## src/rtl/vga_row_fetch_if.sv

```systemverilog
// Video-memory read port: single-outstanding request/acknowledge with read data valid on the ack cycle.
interface vga_row_fetch_if #(
  parameter int ADDR_W = 16
);
  logic              mem_req;
  logic [ADDR_W-1:0] mem_addr;
  logic              mem_ack;
  logic [15:0]       mem_rdata;

  modport master (output mem_req, output mem_addr, input mem_ack, input mem_rdata);
  modport slave  (input mem_req, input mem_addr, output mem_ack, output mem_rdata);
endinterface

```

## src/rtl/vga_row_fetch.sv

```systemverilog
// Keeps pixel_row loaded with the next 16-pixel word of a 1 bpp bitmap, prefetching from video memory
// into a small FIFO and realigning to the VGA timing generator at each frame boundary.
module vga_row_fetch #(
  parameter int                WORDS_PER_LINE = 50,
  parameter int                LINES          = 600,
  parameter int                ADDR_W         = 16,
  parameter logic [ADDR_W-1:0] BASE_ADDR      = '0,
  parameter int                FIFO_DEPTH     = 4
) (
  input  logic            CLK_VGA,
  input  logic            reset,
  input  logic            newData,
  input  logic            end_of_line,
  input  logic            end_of_frame,
  output logic [15:0]     pixel_row,
  output logic            underrun,
  vga_row_fetch_if.master mem
);
  localparam int               TOTAL = WORDS_PER_LINE * LINES;
  localparam int               CNT_W = $clog2(TOTAL);
  localparam int               PTR_W = $clog2(FIFO_DEPTH);
  localparam logic [CNT_W-1:0] LAST  = CNT_W'(TOTAL - 1);
  localparam logic [PTR_W:0]   DEPTH = (PTR_W + 1)'(FIFO_DEPTH);

  typedef enum logic {IDLE, REQ} state_t;

  state_t            state, state_nxt;
  logic [15:0]       fifo [FIFO_DEPTH];
  logic [PTR_W-1:0]  rd_ptr, wr_ptr;
  logic [PTR_W:0]    occ;
  logic [CNT_W-1:0]  fetch_cnt, pop_cnt, fetch_base;
  logic              discard;
  logic [ADDR_W-1:0] req_addr;
  logic              resync, ack, push, pop, start_req;

  // A frame event only acts when the pop position has not returned to word 0 on its own.
  assign resync     = end_of_line && end_of_frame && (pop_cnt != '0);
  assign ack        = (state == REQ) && mem.mem_ack;
  assign push       = ack && !discard && !resync;
  assign pop        = newData && !resync && (occ != '0);
  assign fetch_base = resync ? '0 : fetch_cnt;

  always_comb begin
    state_nxt = state;
    start_req = 1'b0;
    case (state)
      IDLE: if (occ < DEPTH) begin
        state_nxt = REQ;
        start_req = 1'b1;
      end
      REQ: if (mem.mem_ack) state_nxt = IDLE;
    endcase
  end

  always_ff @(posedge CLK_VGA or negedge reset) begin
    if (!reset) begin
      state     <= IDLE;
      rd_ptr    <= '0;
      wr_ptr    <= '0;
      occ       <= '0;
      fetch_cnt <= '0;
      pop_cnt   <= '0;
      discard   <= 1'b0;
      underrun  <= 1'b0;
    end else begin
      state <= state_nxt;
      if (resync) begin
        rd_ptr    <= '0;
        wr_ptr    <= '0;
        occ       <= '0;
        fetch_cnt <= '0;
        pop_cnt   <= newData ? CNT_W'(1) : '0;
      end else begin
        if (push) begin
          wr_ptr    <= wr_ptr + PTR_W'(1);
          fetch_cnt <= (fetch_cnt == LAST) ? '0 : fetch_cnt + CNT_W'(1);
        end
        if (pop) rd_ptr <= rd_ptr + PTR_W'(1);
        case ({push, pop})
          2'b10:   occ <= occ + (PTR_W + 1)'(1);
          2'b01:   occ <= occ - (PTR_W + 1)'(1);
          default: occ <= occ;
        endcase
        // An empty-FIFO newData still advances the frame position so later words stay aligned.
        if (newData) begin
          pop_cnt <= (pop_cnt == LAST) ? '0 : pop_cnt + CNT_W'(1);
          if (occ == '0) underrun <= 1'b1;
        end
      end
      // A request caught in flight by a resync completes, but its data belongs to the old position.
      if (ack) discard <= 1'b0;
      else if (resync && (state == REQ)) discard <= 1'b1;
    end
  end

  always_ff @(posedge CLK_VGA) begin
    if (push) fifo[wr_ptr] <= mem.mem_rdata;
    if (start_req) req_addr <= BASE_ADDR + ADDR_W'(fetch_base);
  end

  assign mem.mem_req  = (state == REQ);
  assign mem.mem_addr = (state == REQ) ? req_addr : BASE_ADDR + ADDR_W'(fetch_cnt);
  assign pixel_row    = (occ != '0) ? fifo[rd_ptr] : 16'h0000;
endmodule

```

## src/flat_wrapper.sv

```systemverilog
// flat-port wrapper written by rule: the top's interface ports become plain ports
module vga_row_fetch_flat 
#(
  parameter int                WORDS_PER_LINE = 50,
  parameter int                LINES          = 600,
  parameter int                ADDR_W         = 16,
  parameter logic [ADDR_W-1:0] BASE_ADDR      = '0,
  parameter int                FIFO_DEPTH     = 4
)
  (CLK_VGA, reset, newData, end_of_line, end_of_frame, pixel_row, underrun, mem_mem_req, mem_mem_addr, mem_mem_ack, mem_mem_rdata);
  vga_row_fetch_if #(.ADDR_W(ADDR_W)) mem_i ();
  input  logic CLK_VGA;
  input  logic reset;
  input  logic newData;
  input  logic end_of_line;
  input  logic end_of_frame;
  output logic [15:0] pixel_row;
  output logic underrun;
  output wire logic [$bits(mem_i.mem_req)-1:0] mem_mem_req;
  output wire logic [$bits(mem_i.mem_addr)-1:0] mem_mem_addr;
  input wire logic [$bits(mem_i.mem_ack)-1:0] mem_mem_ack;
  input wire logic [$bits(mem_i.mem_rdata)-1:0] mem_mem_rdata;
  assign mem_mem_req = mem_i.mem_req;
  assign mem_mem_addr = mem_i.mem_addr;
  assign mem_i.mem_ack = mem_mem_ack;
  assign mem_i.mem_rdata = mem_mem_rdata;
  vga_row_fetch #(.WORDS_PER_LINE(WORDS_PER_LINE), .LINES(LINES), .ADDR_W(ADDR_W), .BASE_ADDR(BASE_ADDR), .FIFO_DEPTH(FIFO_DEPTH)) u_core (.CLK_VGA(CLK_VGA), .reset(reset), .newData(newData), .end_of_line(end_of_line), .end_of_frame(end_of_frame), .pixel_row(pixel_row), .underrun(underrun), .mem(mem_i));
endmodule
```

## config.mk

```make
export PLATFORM = sky130hd
export DESIGN_NAME = vga_row_fetch_flat
export DESIGN_NICKNAME = d
export VERILOG_FILES = /design/src/rtl/vga_row_fetch_if.sv /design/src/rtl/vga_row_fetch.sv /design/src/flat_wrapper.sv
export SDC_FILE = /design/constraint.sdc
export NUM_CORES = 1
export LEC_CHECK = 0
export ABC_AREA = 1
export BUFFER_PORTS_ARGS = -buffer_cell sky130_fd_sc_hd__buf_2
export CELL_PAD_IN_SITES_DETAIL_PLACEMENT = 1
export CELL_PAD_IN_SITES_GLOBAL_PLACEMENT = 2
export CORE_MARGIN = 4
export CORE_UTILIZATION = 37
export DETAILED_ROUTE_END_ITERATION = 8
export PLACE_DENSITY_LB_ADDON = 0.12
export SYNTH_ARGS = -nofsm -noshare
export SYNTH_HDL_FRONTEND = slang
export SYNTH_SLANG_ARGS = --single-unit
```

## constraint.sdc

```tcl
create_clock -name CLK_VGA -period 2.85 [get_ports CLK_VGA]
set_clock_uncertainty 0.2 [all_clocks]
set_input_delay 0.1425 -clock CLK_VGA [delete_from_list [all_inputs] [get_ports CLK_VGA]]
set_output_delay 0.1425 -clock CLK_VGA [all_outputs]
set_load 0.005 [all_outputs]
```

; ---- Word-level counts from Yosys, hierarchy flattened
; Memory sizes are Yosys's and may differ from the RTL's.
; Index checks and enable logic that the tools add are counted.
[word_totals]
latchBits = 0
n_memories = 1
mem_bits_ro = 0
ram_bits = 64
wordCells = 65
ff_bits = 55
[classes]
n_div = 0
multipliers = 0
mux = 23
n_reduce_logical = 19
shift = 0
magnitude_cmp = 1
bitwise_logic = 2
eq_ne = 4
n_addsub = 6
[memory_table]
columns = memory, depth, word_bits, read_ports, rd_ports_with_merged_regs, wr, line_no
row1 = u_core.fifo, 4, 16, 1, 0, 1, vga_row_fetch.sv:28  ; logic [15:0] fifo [FIFO_DEPTH];
[op_table]
columns = op, count
row1 = 2-to-1 mux 15 bit, 7
row2 = "adder 15 x 1 -> 15 bit, second input constant", 2
row3 = "== test 15 bit, second input constant", 2
row4 = 2-to-1 mux 16 bit, 1
row5 = nonzero test 15 bit, 1
row6 = logical AND 1 bit, 8
row7 = 2-to-1 mux 1 bit, 8
row8 = 2-to-1 mux 2 bit, 4
row9 = nonzero test 2 bit, 4
row10 = one-hot mux 3 bit (2 select lines), 1
row11 = nonzero test 3 bit, 2
row12 = "adder 2 x 1 -> 2 bit, second input constant", 2
row13 = "adder 3 x 1 -> 3 bit, second input constant", 1
row14 = zero test 3 bit, 1
row15 = "< comparator 3 bit, second input constant", 1
row16 = 2-to-1 mux 3 bit, 1
row17 = AND reduction 3 bit, 1
row18 = "subtractor 3 x 1 -> 3 bit, second input constant", 1
row19 = "== test 2 x 1 -> 1 bit, second input constant", 1
row20 = "== test 2 bit, second input constant", 1
row21 = zero test 1 bit, 2
row22 = NOT 1 bit, 2
row23 = one-hot mux 1 bit (2 select lines), 1

; ---- Logic depth before layout (Yosys ltp)
; Gate-level depths: netlist of the first run.
[logic_depth]
ltp_word = 8
ltp_mapped = 14
mapped_depth_nobuf = 14

; ---- Least setup slack after synthesis of the first run
; OpenSTA, ideal clock, no wires.
[synth_path]
kind = reg-to-reg
from = register u_core.pop_cnt[0]
to = memory u_core.fifo[0][0] (enable)
setup_ps = 389
path_buffers = 1
required_time_ps = 2261
arrival_time_ps = 1836
path_stages_with_launch = 10
period_less_slack_ps = 2425
setup_slack_ps = 425
cell_sequence = dfrtp_1 > inv_1 > ha_1 > nand2_1 > nor2_1 > nand2_1 > nand2_4 > buf_6 > nand2_2 > nor2_1
[synth_between]
elab_chain_cells = 6
[synth_rtl]
columns = item, line_no
row1 = "start, declared", vga_row_fetch.sv:31  ; logic [CNT_W-1:0] fetch_cnt, pop_cnt, fetch_base;
row2 = "start signal, assigned", vga_row_fetch.sv:72  ; pop_cnt <= newData ? CNT_W'(1) : '0;
row3 = "start signal, assigned", vga_row_fetch.sv:86  ; pop_cnt <= (pop_cnt == LAST) ? '0 : pop_cnt + CNT_W'(1);
row4 = nonzero test 15 bit, vga_row_fetch.sv:37  ; assign resync = end_of_line && end_of_frame && (pop_cnt != '0);
row5 = logical AND 1 bit, vga_row_fetch.sv:37
row6 = zero test 1 bit, vga_row_fetch.sv:39  ; assign push = ack && !discard && !resync;
row7 = logical AND 1 bit, vga_row_fetch.sv:39
row8 = 2-to-1 mux 1 bit, vga_row_fetch.sv:97  ; if (push) fifo[wr_ptr] <= mem.mem_rdata;
row9 = 2-to-1 mux 1 bit (not written as such), vga_row_fetch.sv:97
row10 = "end, declared", vga_row_fetch.sv:28
; No other way between the ends.

; ---- Final worst setup path of the first run
[layout_path]
from = register u_core.pop_cnt[0]
to = register u_core.occ[2]
[layout_between]
elab_chain_cells = 8
[layout_rtl]
columns = item, line_no
row1 = nonzero test 15 bit (*), vga_row_fetch.sv:37
row2 = logical AND 1 bit (*), vga_row_fetch.sv:37
row3 = zero test 1 bit, "vga_row_fetch.sv:39, vga_row_fetch.sv:40"
row4 = logical AND 1 bit (2 in series), vga_row_fetch.sv:40  ; assign pop = newData && !resync && (occ != '0);
row5 = == test 2 x 1 -> 1 bit / == test 2 bit (equally long branches), vga_row_fetch.sv:79  ; case ({push, pop})
row6 = one-hot mux 3 bit (2 select lines), vga_row_fetch.sv:79
row7 = 2-to-1 mux 3 bit, vga_row_fetch.sv:67  ; if (resync) begin
row8 = "end signal, assigned", vga_row_fetch.sv:80  ; 2'b10: occ <= occ + (PTR_W + 1)'(1);
row9 = "end signal, assigned", vga_row_fetch.sv:81  ; 2'b01: occ <= occ - (PTR_W + 1)'(1);
row10 = "end, declared", vga_row_fetch.sv:30  ; logic [PTR_W:0] occ;
; Every way passes the cells marked *; elsewhere a longest branch is shown, timed or not.
; A chain may end at the register's enable or synchronous reset.

==> results of run 1 <==
sequential cells by signal (all words and copies together), names as in the netlist:
| register | cells |
|---|---|
| u_core.fifo | 64 |
| u_core.fetch_cnt | 15 |
| u_core.pop_cnt | 15 |
| u_core.req_addr | 15 |
| u_core.occ | 3 |
| u_core.rd_ptr | 2 |
| u_core.wr_ptr | 2 |
| u_core.discard | 1 |
| u_core.mem.mem_req | 1 |
| u_core.underrun | 1 |
worst max-delay path, cell delays in order (launching register included):
cell	delay, ns
dfrtp_1	0.41
inv_1	0.12
ha_1	0.15
nand2_1	0.05
nor2_1	0.11
nand2_1	0.09
nand2_4	0.08
nand2_2	0.09
ha_1	0.24
fa_1	0.39
o21ai_0	0.22
xor2_1	0.17
nor2_1	0.06
cells by family after synthesis:
kind of cell	after synthesis	share of synthesized area
XOR/XNOR	17	0.0260
other	1	0.000655
AND/OR/NAND/NOR	284	0.206
flip-flops	119	0.590
buffers and inverters	77	0.0621
AO/OA/AOI/OAI	106	0.0947
adder cells (fa/ha/maj)	9	0.0210
repair_timing:
item / 4_1_cts / 5_1_grt
hold endpoints to repair: 113 / 0
hold buffers: 19 / 0
gates resized for setup: 0 / 0
Yosys cell counts:
master	n	area [um^2]
nand2_1	98	368
buf_6	5	56.3
o21bai_1	3	22.5
conb_1	1	3.75
o21ai_0	54	270
fa_1	1	20.0
xor2_1	15	131
nor3_1	3	15.0
nand2_2	1	6.26
nand2_4	1	11.3
o21ai_1	28	140
ha_1	8	100
nand3_2	2	20.0
a21oi_1	20	100
nand4_1	7	43.8
nand3_1	42	210
nor3_2	1	10.0
inv_1	46	173
clkbuf_1	8	30.0
nor2_2	4	25.0
edfxtp_1	79	2370
o21ai_2	1	8.76
nor2_1	125	469
xnor2_1	2	17.5
clkinv_1	1	3.75
dfrtp_1	40	1000
buf_2	14	70.1
buf_4	3	22.5
layer usage:
metal,routed length (um),part of all wire
met5,0,0
met4,182,0.012
met3,289,0.020
met2,7250,0.49
met1,6960,0.47
power groups by stage:
stage          logic, mW  clock network, mW  registers, mW
6_report            1.67               2.31           2.26
5_1_grt             1.92               2.44           2.28
4_1_cts             1.72               2.35           2.26
3_5_place_dp        1.69                  0           2.29
3_3_place_gp        1.64                  0           2.28
2_1_floorplan       1.06                  0           2.25
cell type report:
cell class,count,area share
Sequential cell,119,0.482
Clock buffer,18,0.0628
Clock inverter,14,0.0284
Tap cell,188,0.0336
Timing Repair Buffer,89,0.0830
Multi-Input combinational cell,417,0.285
Inverter,47,0.0252
worst min path at each step:
stage,start,to,slack (ns)
after global placement,reset,u_core.pop_cnt[13]$_DFFE_PN0P_,0.16
final,end_of_frame,u_core.wr_ptr[0]$_DFFE_PN0P_,0.07
after CTS,end_of_frame,u_core.wr_ptr[0]$_DFFE_PN0P_,0.06
after global routing,end_of_frame,u_core.wr_ptr[0]$_DFFE_PN0P_,0.11
after detailed placement,mem_mem_rdata[8],u_core.fifo[2][8]$_DFFE_PP_,0.16
after floorplan,reset,u_core.discard$_DFFE_PN0P_,-0.35
==> flow_metrics.py, run 1 <==
metrics = {
    "global_route": {
        "grt_util_met1": 0.228,
        "met3_usage": 0.0321,
        "grt_usage": 0.173,
        "grtUsageMet2": 0.290,
        "grt.busiest_layer": "met2",
        "overflow": 0,
        "grt_max_degree": 41,
        "antenna_found_initial": 0,
        "grt_pass1_vias": 4715,
        "grt_pass1_wl_um": 24200,
    },
    "placed_design": {
        "dp_hpwl_um": 9580,
        "dp_slack_ns": 0.360,
        "dp.cells": 841,
        "gp_congestion": 0.783,
        "placed_area_mm2": 0.00617,
        "io_buffers": 54,
    },
    "routing": {
        "drt_iter0_drc": 181,
        "drc": 0,
        "wire_per_inst_um": 16.5,
        "ant_nets": 0,
        "first_pass_iters": 5,
        "via_per_inst": 4.95,
        "totalWireLength_um": 14700,
        "dr_total_vias": 4416,
    },
    "worst_setup_path": {
        "required_ns": 2.94,
        "r2r_cells": 12,
        "critPathArrivalTime_ns": 2.59,
        "cp-start-kind": "flop",
        "worstSetupEndpoint": "u_core.occ[2]$_DFFE_PN0P_",
        "worstSetupPathType": "flop to flop",
        "cp-end-kind": "flop",
        "critPathLaunch": "u_core.pop_cnt[0]$_DFFE_PN0P_",
        "worstPathMaxFanout": 6,
        "r2r_setup_slack_ns": 0.35,
        "r2r-start": "u_core.pop_cnt[0]$_DFFE_PN0P_",
        "r2r-end": "u_core.occ[2]$_DFFE_PN0P_",
    },
    "layout": {
        "fillers": 1728,
        "final_cell_mix": "nor2_1, nand2_1, edfxtp_1",
        "regArea_mm2": 0.00337,
        "final_cell_count_no_fill": 892,
        "syn_to_final_growth_pct": 22.3,
        "nets": 722,
        "final_common_cell": "nor2_1",
        "multi_input_area_mm2": 0.00199,
        "fin_util": 0.460,
        "final_layout_size_suffix_gt1_frac": 0.159,
        "stdcell_area_mm2": 0.00700,
        "insertedDiodeCount": 0,
    },
    "sta": {
        "tns_ns": 0,
        "fmaxAchievable_ghz": 0.400,
        "rsz0062_at_grt": "false",
        "report.final.hold_viol_count": 0,
        "finalSetupViolations": 0,
        "period_needed_ns": 2.50,
        "tightest_slew_ns": 0.998,
        "drv_slew": 0,
        "timing.hold.ws_ns": 0.0700,
        "fin_crit_sh": 0.878,
        "setup_ws_ns": 0.347,
        "slew_headroom": 0.335,
    },
    "synthesis": {
        "synth.cell_area_mm2": 0.00572,
        "synth.yosys.warnings": 0,
        "syn_avg_cell_area_um2": 9.33,
        "syn_inst": 613,
        "syn_nets": 644,
        "yosysUniqueCellTypes": 28,
        "ys_ff_latch": 119,
        "synth-seq-area-share": 0.590,
    },
    "power_and_ir_drop": {
        "power_switching_mw": 2.03,
        "power.density_mw_per_mm2": 892,
        "p_leak_nw": 2.79,
        "clkPwrFrac": 0.370,
        "seqPwrFrac": 0.361,
        "power_mw": 6.24,
        "comb_power_share": 0.268,
        "p_sw_frac": 0.325,
        "vdd.ir_drop.worst_mv": 0.391,
        "p_int_mw": 4.21,
    },
    "die": {
        "rows": 45,
        "core-area_mm2": 0.0152,
        "io_pins": 56,
        "fp.dieW_um": 132,
        "dieArea_mm2": 0.0175,
        "start_util": 0.376,
        "die_y_um": 132,
    },
    "clock_network": {
        "cts_tree": "built",
        "h-tree-depth": 4,
        "path_clk_slew_ns": 0.06,
        "root_buffer": "clkbuf_16",
        "clock-sinks": 119,
        "insertion_delay_ns": 0.42,
        "post_cts_buffers": 0,
        "cts-buffers-inserted": 17,
        "clock_path_buffers": 2,
    },
    "hold_path": {
        "hold_depth": 6,
        "hold_class": "input port to flop",
    },
    "job": {
        "maxCapViolations": 0,
    },
    "run_status": {
        "status": "completed",
    },
}
Note: power is estimated with default switching activity, not from simulation.
==> run 2: changes to the inputs <==
--- a/config.mk
+++ b/config.mk
@@ -12,7 +12,7 @@
 export CORE_MARGIN = 4
 export CORE_UTILIZATION = 37
 export DETAILED_ROUTE_END_ITERATION = 8
-export PLACE_DENSITY_LB_ADDON = 0.12
+export PLACE_DENSITY_LB_ADDON = 0.1
 export SYNTH_ARGS = -nofsm -noshare
 export SYNTH_HDL_FRONTEND = slang
 export SYNTH_SLANG_ARGS = --single-unit
==> flow_metrics.py, run 2 (synthesis gave the netlist of run 1 again) <==
metrics = {
    "clock_network": {
        "insertion_delay_ns": 0.41,
        "root_buffer": "clkbuf_16",
        "clock_path_buffers": 2,
        "cts_tree": "built",
        "path_clk_slew_ns": 0.05,
        "h-tree-depth": 4,
        "cts-buffers-inserted": 17,
        "clock-sinks": 119,
    },
    "sta": {
        "setup_ws_ns": 0.299,
        "report.final.hold_viol_count": 0,
        "tns_ns": 0,
        "finalSetupViolations": 0,
        "slew_headroom": 0.321,
        "fin_crit_sh": 0.895,
        "drv_slew": 0,
        "rsz0062_at_grt": "false",
        "tightest_slew_ns": 1.02,
        "period_needed_ns": 2.55,
        "timing.hold.ws_ns": 0.0262,
        "fmaxAchievable_ghz": 0.392,
    },
    "layout": {
        "multi_input_area_mm2": 0.00199,
        "syn_to_final_growth_pct": 20.6,
        "final_cell_mix": "nor2_1, nand2_1, edfxtp_1",
        "fillers": 1730,
        "final_common_cell": "nor2_1",
        "fin_util": 0.454,
        "regMostFlops": "u_core.fifo",
        "largest_reg_flops": 64,
        "insertedDiodeCount": 0,
        "final_layout_size_suffix_gt1_frac": 0.147,
        "nets": 719,
        "regArea_mm2": 0.00337,
    },
    "worst_setup_path": {
        "cp-end-kind": "flop",
        "worstSetupPathType": "flop to flop",
        "critPathArrivalTime_ns": 2.64,
        "cp-start-kind": "flop",
        "worstPathMaxFanout": 6,
        "r2r-start": "u_core.pop_cnt[0]$_DFFE_PN0P_",
        "required_ns": 2.94,
        "r2r_setup_slack_ns": 0.30,
        "r2r_cells": 12,
        "r2r-end": "u_core.occ[2]$_DFFE_PN0P_",
    },
    "power_and_ir_drop": {
        "vdd.ir_drop.worst_mv": 0.343,
        "power.density_mw_per_mm2": 872,
        "p_leak_nw": 2.75,
        "power_mw": 6.02,
    },
    "placed_design": {
        "dp_hpwl_um": 9390,
        "dp_slack_ns": 0.310,
        "io_buffers": 54,
        "gp_congestion": 0.750,
    },
    "die": {
        "fp.dieW_um": 132,
        "io_pins": 56,
        "rows": 45,
        "dieArea_mm2": 0.0175,
        "die_y_um": 132,
        "start_util": 0.376,
        "core-area_mm2": 0.0152,
    },
    "routing": {
        "dr_total_vias": 4440,
        "drt_iter0_drc": 248,
        "via_per_inst": 5.01,
        "drc": 0,
        "totalWireLength_um": 14600,
        "ant_nets": 0,
        "first_pass_iters": 4,
        "wire_per_inst_um": 16.4,
    },
    "hold_path": {
        "worstHoldEndpoint": "u_core.wr_ptr[1]$_DFFE_PN0P_",
        "hold_class": "input port to flop",
        "hold_depth": 6,
        "min_from": "end_of_frame",
    },
    "global_route": {
        "grt_max_degree": 41,
        "grt_usage": 0.170,
        "overflow": 0,
        "grt_pass1_wl_um": 23700,
        "antenna_found_initial": 0,
        "grt_pass1_vias": 4655,
    },
    "run_status": {
        "status": "completed",
    },
    "job": {
        "maxCapViolations": 0,
    },
}
run 2: how the worst max path moves through the flow:
stage / slack, ns / from / to
after global routing: 0.04 / u_core.pop_cnt[0]$_DFFE_PN0P_ / u_core.occ[2]$_DFFE_PN0P_
after detailed placement: 0.31 / u_core.pop_cnt[0]$_DFFE_PN0P_ / u_core.occ[2]$_DFFE_PN0P_
final: 0.30 / u_core.pop_cnt[0]$_DFFE_PN0P_ / u_core.occ[2]$_DFFE_PN0P_
after CTS: 0.28 / u_core.pop_cnt[0]$_DFFE_PN0P_ / u_core.occ[2]$_DFFE_PN0P_
after global placement: 0.41 / u_core.pop_cnt[0]$_DFFE_PN0P_ / u_core.occ[2]$_DFFE_PN0P_
after floorplan: 0.43 / u_core.pop_cnt[0]$_DFFE_PN0P_ / u_core.fifo[0][0]$_DFFE_PP_
run 2: final cells by class:
cell class | count | area share
inverter | 47 | 0.0256
clock inverter | 13 | 0.0201
multi-input combinational | 417 | 0.289
clock buffer | 17 | 0.0617
tap | 188 | 0.0341
timing repair buffer | 86 | 0.0809
sequential | 119 | 0.489
run 2: routing by layer:
layer,vias up,wire [um],share of wire,GRT usage
li1,2187,-,-,-
met1,2179,6770,0.46,0.211
met2,57,7270,0.50,0.296
met3,17,367,0.025,0.0378
met4,0,169,0.012,0.0485
met5,-,0,0,0
run 2: power breakdown:
| group | switching, mW | leakage (nW) | internal (mW) |
|---|---|---|---|
| clock | 0.742 | 0.282 | 1.34 |
| sequential | 0.156 | 1.26 | 2.12 |
| combinational | 1.06 | 1.21 | 0.595 |
run 2: critical path, cell delays in order, from the launching register on:
cell and delay [ns]:
dfrtp_1 0.41, inv_1 0.11, ha_1 0.15, nand2_1 0.05
nor2_1 0.12, nand2_1 0.10, nand2_4 0.10, nand2_2 0.10
ha_1 0.25, fa_1 0.39, o21ai_0 0.24, xor2_1 0.17
nor2_1 0.05
run 2: through the flow:
stage          instances  instance area (um^2)
5_1_grt              887                  6900
6_report             887                  6900
4_1_cts              887                  6900
3_5_place_dp         838                  6150
3_3_place_gp         838                  6150
2_1_floorplan        613                  5720
run 2: what timing repair did:
item                                   CTS  global route
hold buffers                            19             0
endpoints found under the hold margin  113             0
resized for setup                        0             0
buffers inserted                         0             0
==> run 3: changes to the inputs <==
--- a/config.mk
+++ b/config.mk
@@ -6,12 +6,12 @@
 export NUM_CORES = 1
 export LEC_CHECK = 0
 export ABC_AREA = 1
-export BUFFER_PORTS_ARGS = -buffer_cell sky130_fd_sc_hd__buf_2
 export CELL_PAD_IN_SITES_DETAIL_PLACEMENT = 1
 export CELL_PAD_IN_SITES_GLOBAL_PLACEMENT = 2
 export CORE_MARGIN = 4
-export CORE_UTILIZATION = 37
+export CORE_UTILIZATION = 40
 export DETAILED_ROUTE_END_ITERATION = 8
+export DONT_BUFFER_PORTS = 1
 export PLACE_DENSITY_LB_ADDON = 0.1
 export SYNTH_ARGS = -nofsm -noshare
 export SYNTH_HDL_FRONTEND = slang
==> flow_metrics.py, run 3 (synthesis gave the netlist of run 1 again) <==
metrics = {
    "clock_network": {
        "root_buffer": "clkbuf_16",
        "clock_path_buffers": 2,
        "path_clk_slew_ns": 0.06,
        "cts_tree": "built",
        "h-tree-depth": 4,
        "cts-buffers-inserted": 17,
        "post_cts_buffers": 0,
        "clock-sinks": 119,
        "insertion_delay_ns": 0.41,
    },
    "sta": {
        "drv_slew": 0,
        "rsz0062_at_grt": "false",
        "fin_crit_sh": 0.913,
        "fmaxAchievable_ghz": 0.384,
        "setup_ws_ns": 0.249,
        "period_needed_ns": 2.60,
        "report.final.hold_viol_count": 0,
        "finalSetupViolations": 0,
        "tightest_slew_ns": 0.645,
        "slew_headroom": 0.569,
        "tns_ns": 0,
    },
    "die": {
        "dieArea_mm2": 0.0163,
        "io_pins": 56,
        "fp.dieW_um": 128,
        "core-area_mm2": 0.0139,
        "rows": 43,
        "start_util": 0.411,
        "die_y_um": 128,
    },
    "global_route": {
        "grt_usage": 0.181,
        "grt_max_degree": 41,
        "grt_pass1_wl_um": 23200,
        "antenna_found_initial": 0,
        "grt_pass1_vias": 4460,
        "overflow": 0,
    },
    "layout": {
        "syn_to_final_growth_pct": 15.8,
        "insertedDiodeCount": 0,
        "nets": 668,
        "regMostFlops": "u_core.fifo",
        "final_layout_size_suffix_gt1_frac": 0.0740,
        "final_cell_count_no_fill": 829,
        "fillers": 1622,
        "final_common_cell": "nor2_1",
        "multi_input_area_mm2": 0.00199,
        "final_cell_mix": "nor2_1, nand2_1, edfxtp_1",
        "regArea_mm2": 0.00337,
        "largest_reg_flops": 64,
    },
    "power_and_ir_drop": {
        "comb_power_share": 0.260,
        "vdd.ir_drop.worst_mv": 0.341,
        "p_int_mw": 3.74,
        "power_switching_mw": 1.88,
        "p_leak_nw": 2.50,
        "seqPwrFrac": 0.403,
        "power.density_mw_per_mm2": 847,
        "p_sw_frac": 0.335,
        "clkPwrFrac": 0.337,
    },
    "placed_design": {
        "io_buffers": 0,
        "dp.cells": 776,
        "dp_hpwl_um": 9290,
        "gp_congestion": 0.790,
        "dp_slack_ns": 0.336,
    },
    "worst_setup_path": {
        "cp-start-kind": "input port",
        "worstSetupPathType": "input port to flop",
        "cp-end-kind": "flop",
        "worstPathMaxFanout": 3,
        "critPathArrivalTime_ns": 2.69,
        "required_ns": 2.94,
    },
    "routing": {
        "drt_iter0_drc": 201,
        "drc": 0,
        "totalWireLength_um": 14000,
        "first_pass_iters": 6,
        "dr_total_vias": 4282,
        "wire_per_inst_um": 16.9,
        "ant_nets": 0,
        "via_per_inst": 5.17,
    },
    "job": {
        "maxCapViolations": 0,
    },
    "hold_path": {
        "hold_class": "input port to async pin",
    },
    "run_status": {
        "status": "completed",
    },
}
-- run 3: repair_timing --
action / CTS / global route
gates resized for setup: 0 / 0
endpoints found under the hold margin: 127 / 0
hold buffers: 22 / 0
-- run 3: final timing paths --
kind,startpoint,to,slack (ns),cells past startpoint
max,end_of_frame,u_core.occ[2]$_DFFE_PN0P_,0.25,12
min,reset,u_core.pop_cnt[8]$_DFFE_PN0P_,0.03,2
max reg2reg,u_core.pop_cnt[0]$_DFFE_PN0P_,u_core.occ[2]$_DFFE_PN0P_,0.32,12
min reg2reg,u_core.underrun$_DFFE_PN0P_,u_core.underrun$_DFFE_PN0P_,0.31,1
max in group asynchronous,reset,u_core.mem.mem_req$_DFF_PN0_,2.21,2
min in group CLK_VGA,mem_mem_rdata[9],u_core.fifo[1][9]$_DFFE_PP_,0.24,1
-- run 3: critical path, cell delays in order --
cell and delay [ns]:
dlygate4sd3_1 0.52, nand2_1 0.04, dlygate4sd3_1 0.54, inv_1 0.13
nand2_4 0.07, inv_1 0.07, nor3_1 0.05, ha_1 0.25
fa_1 0.41, o21ai_0 0.23, xor2_1 0.17, nor2_1 0.05
-- run 3: metal layers --
metal / vias up / GRT usage / wire, um
li1: 2086 / - / -
met1: 2112 / 0.229 / 6170
met2: 67 / 0.309 / 7160
met3: 17 / 0.0410 / 459
met4: 0 / 0.0562 / 184
met5: - / 0 / 0
-- run 3: final cells by class --
class	instances	share of cell area
Sequential cell	119	0.509
Tap cell	180	0.0340
Multi-Input combinational cell	417	0.301
Clock buffer	20	0.0659
Inverter	47	0.0266
Timing Repair Buffer	35	0.0506
Clock inverter	11	0.0128
-- run 3: metrics by stage --
| step | instance area, um^2 | hold slack (ns) | util | power (mW) |
|---|---|---|---|---|
| final | 6630 | 0.0264 | 0.475 | 5.61 |
| after global routing | 6630 | 0.0370 | 0.475 | 5.99 |
| after CTS | 6630 | 0.0327 | 0.475 | 5.70 |
| after detailed placement | 5870 | -0.351 | 0.421 | 3.74 |
| after global placement | 5870 | -0.351 | 0.421 | 3.65 |
| after floorplan | 5720 | -0.353 | - | 3.32 |
-- run 3: power groups by stage --
stage	Combinational, mW	Sequential [mW]	Clock (mW)
floorplan	1.06	2.25	0
global placement	1.37	2.28	0
detailed placement	1.44	2.30	0
CTS	1.50	2.27	1.94
global route	1.68	2.29	2.02
finish	1.46	2.26	1.89
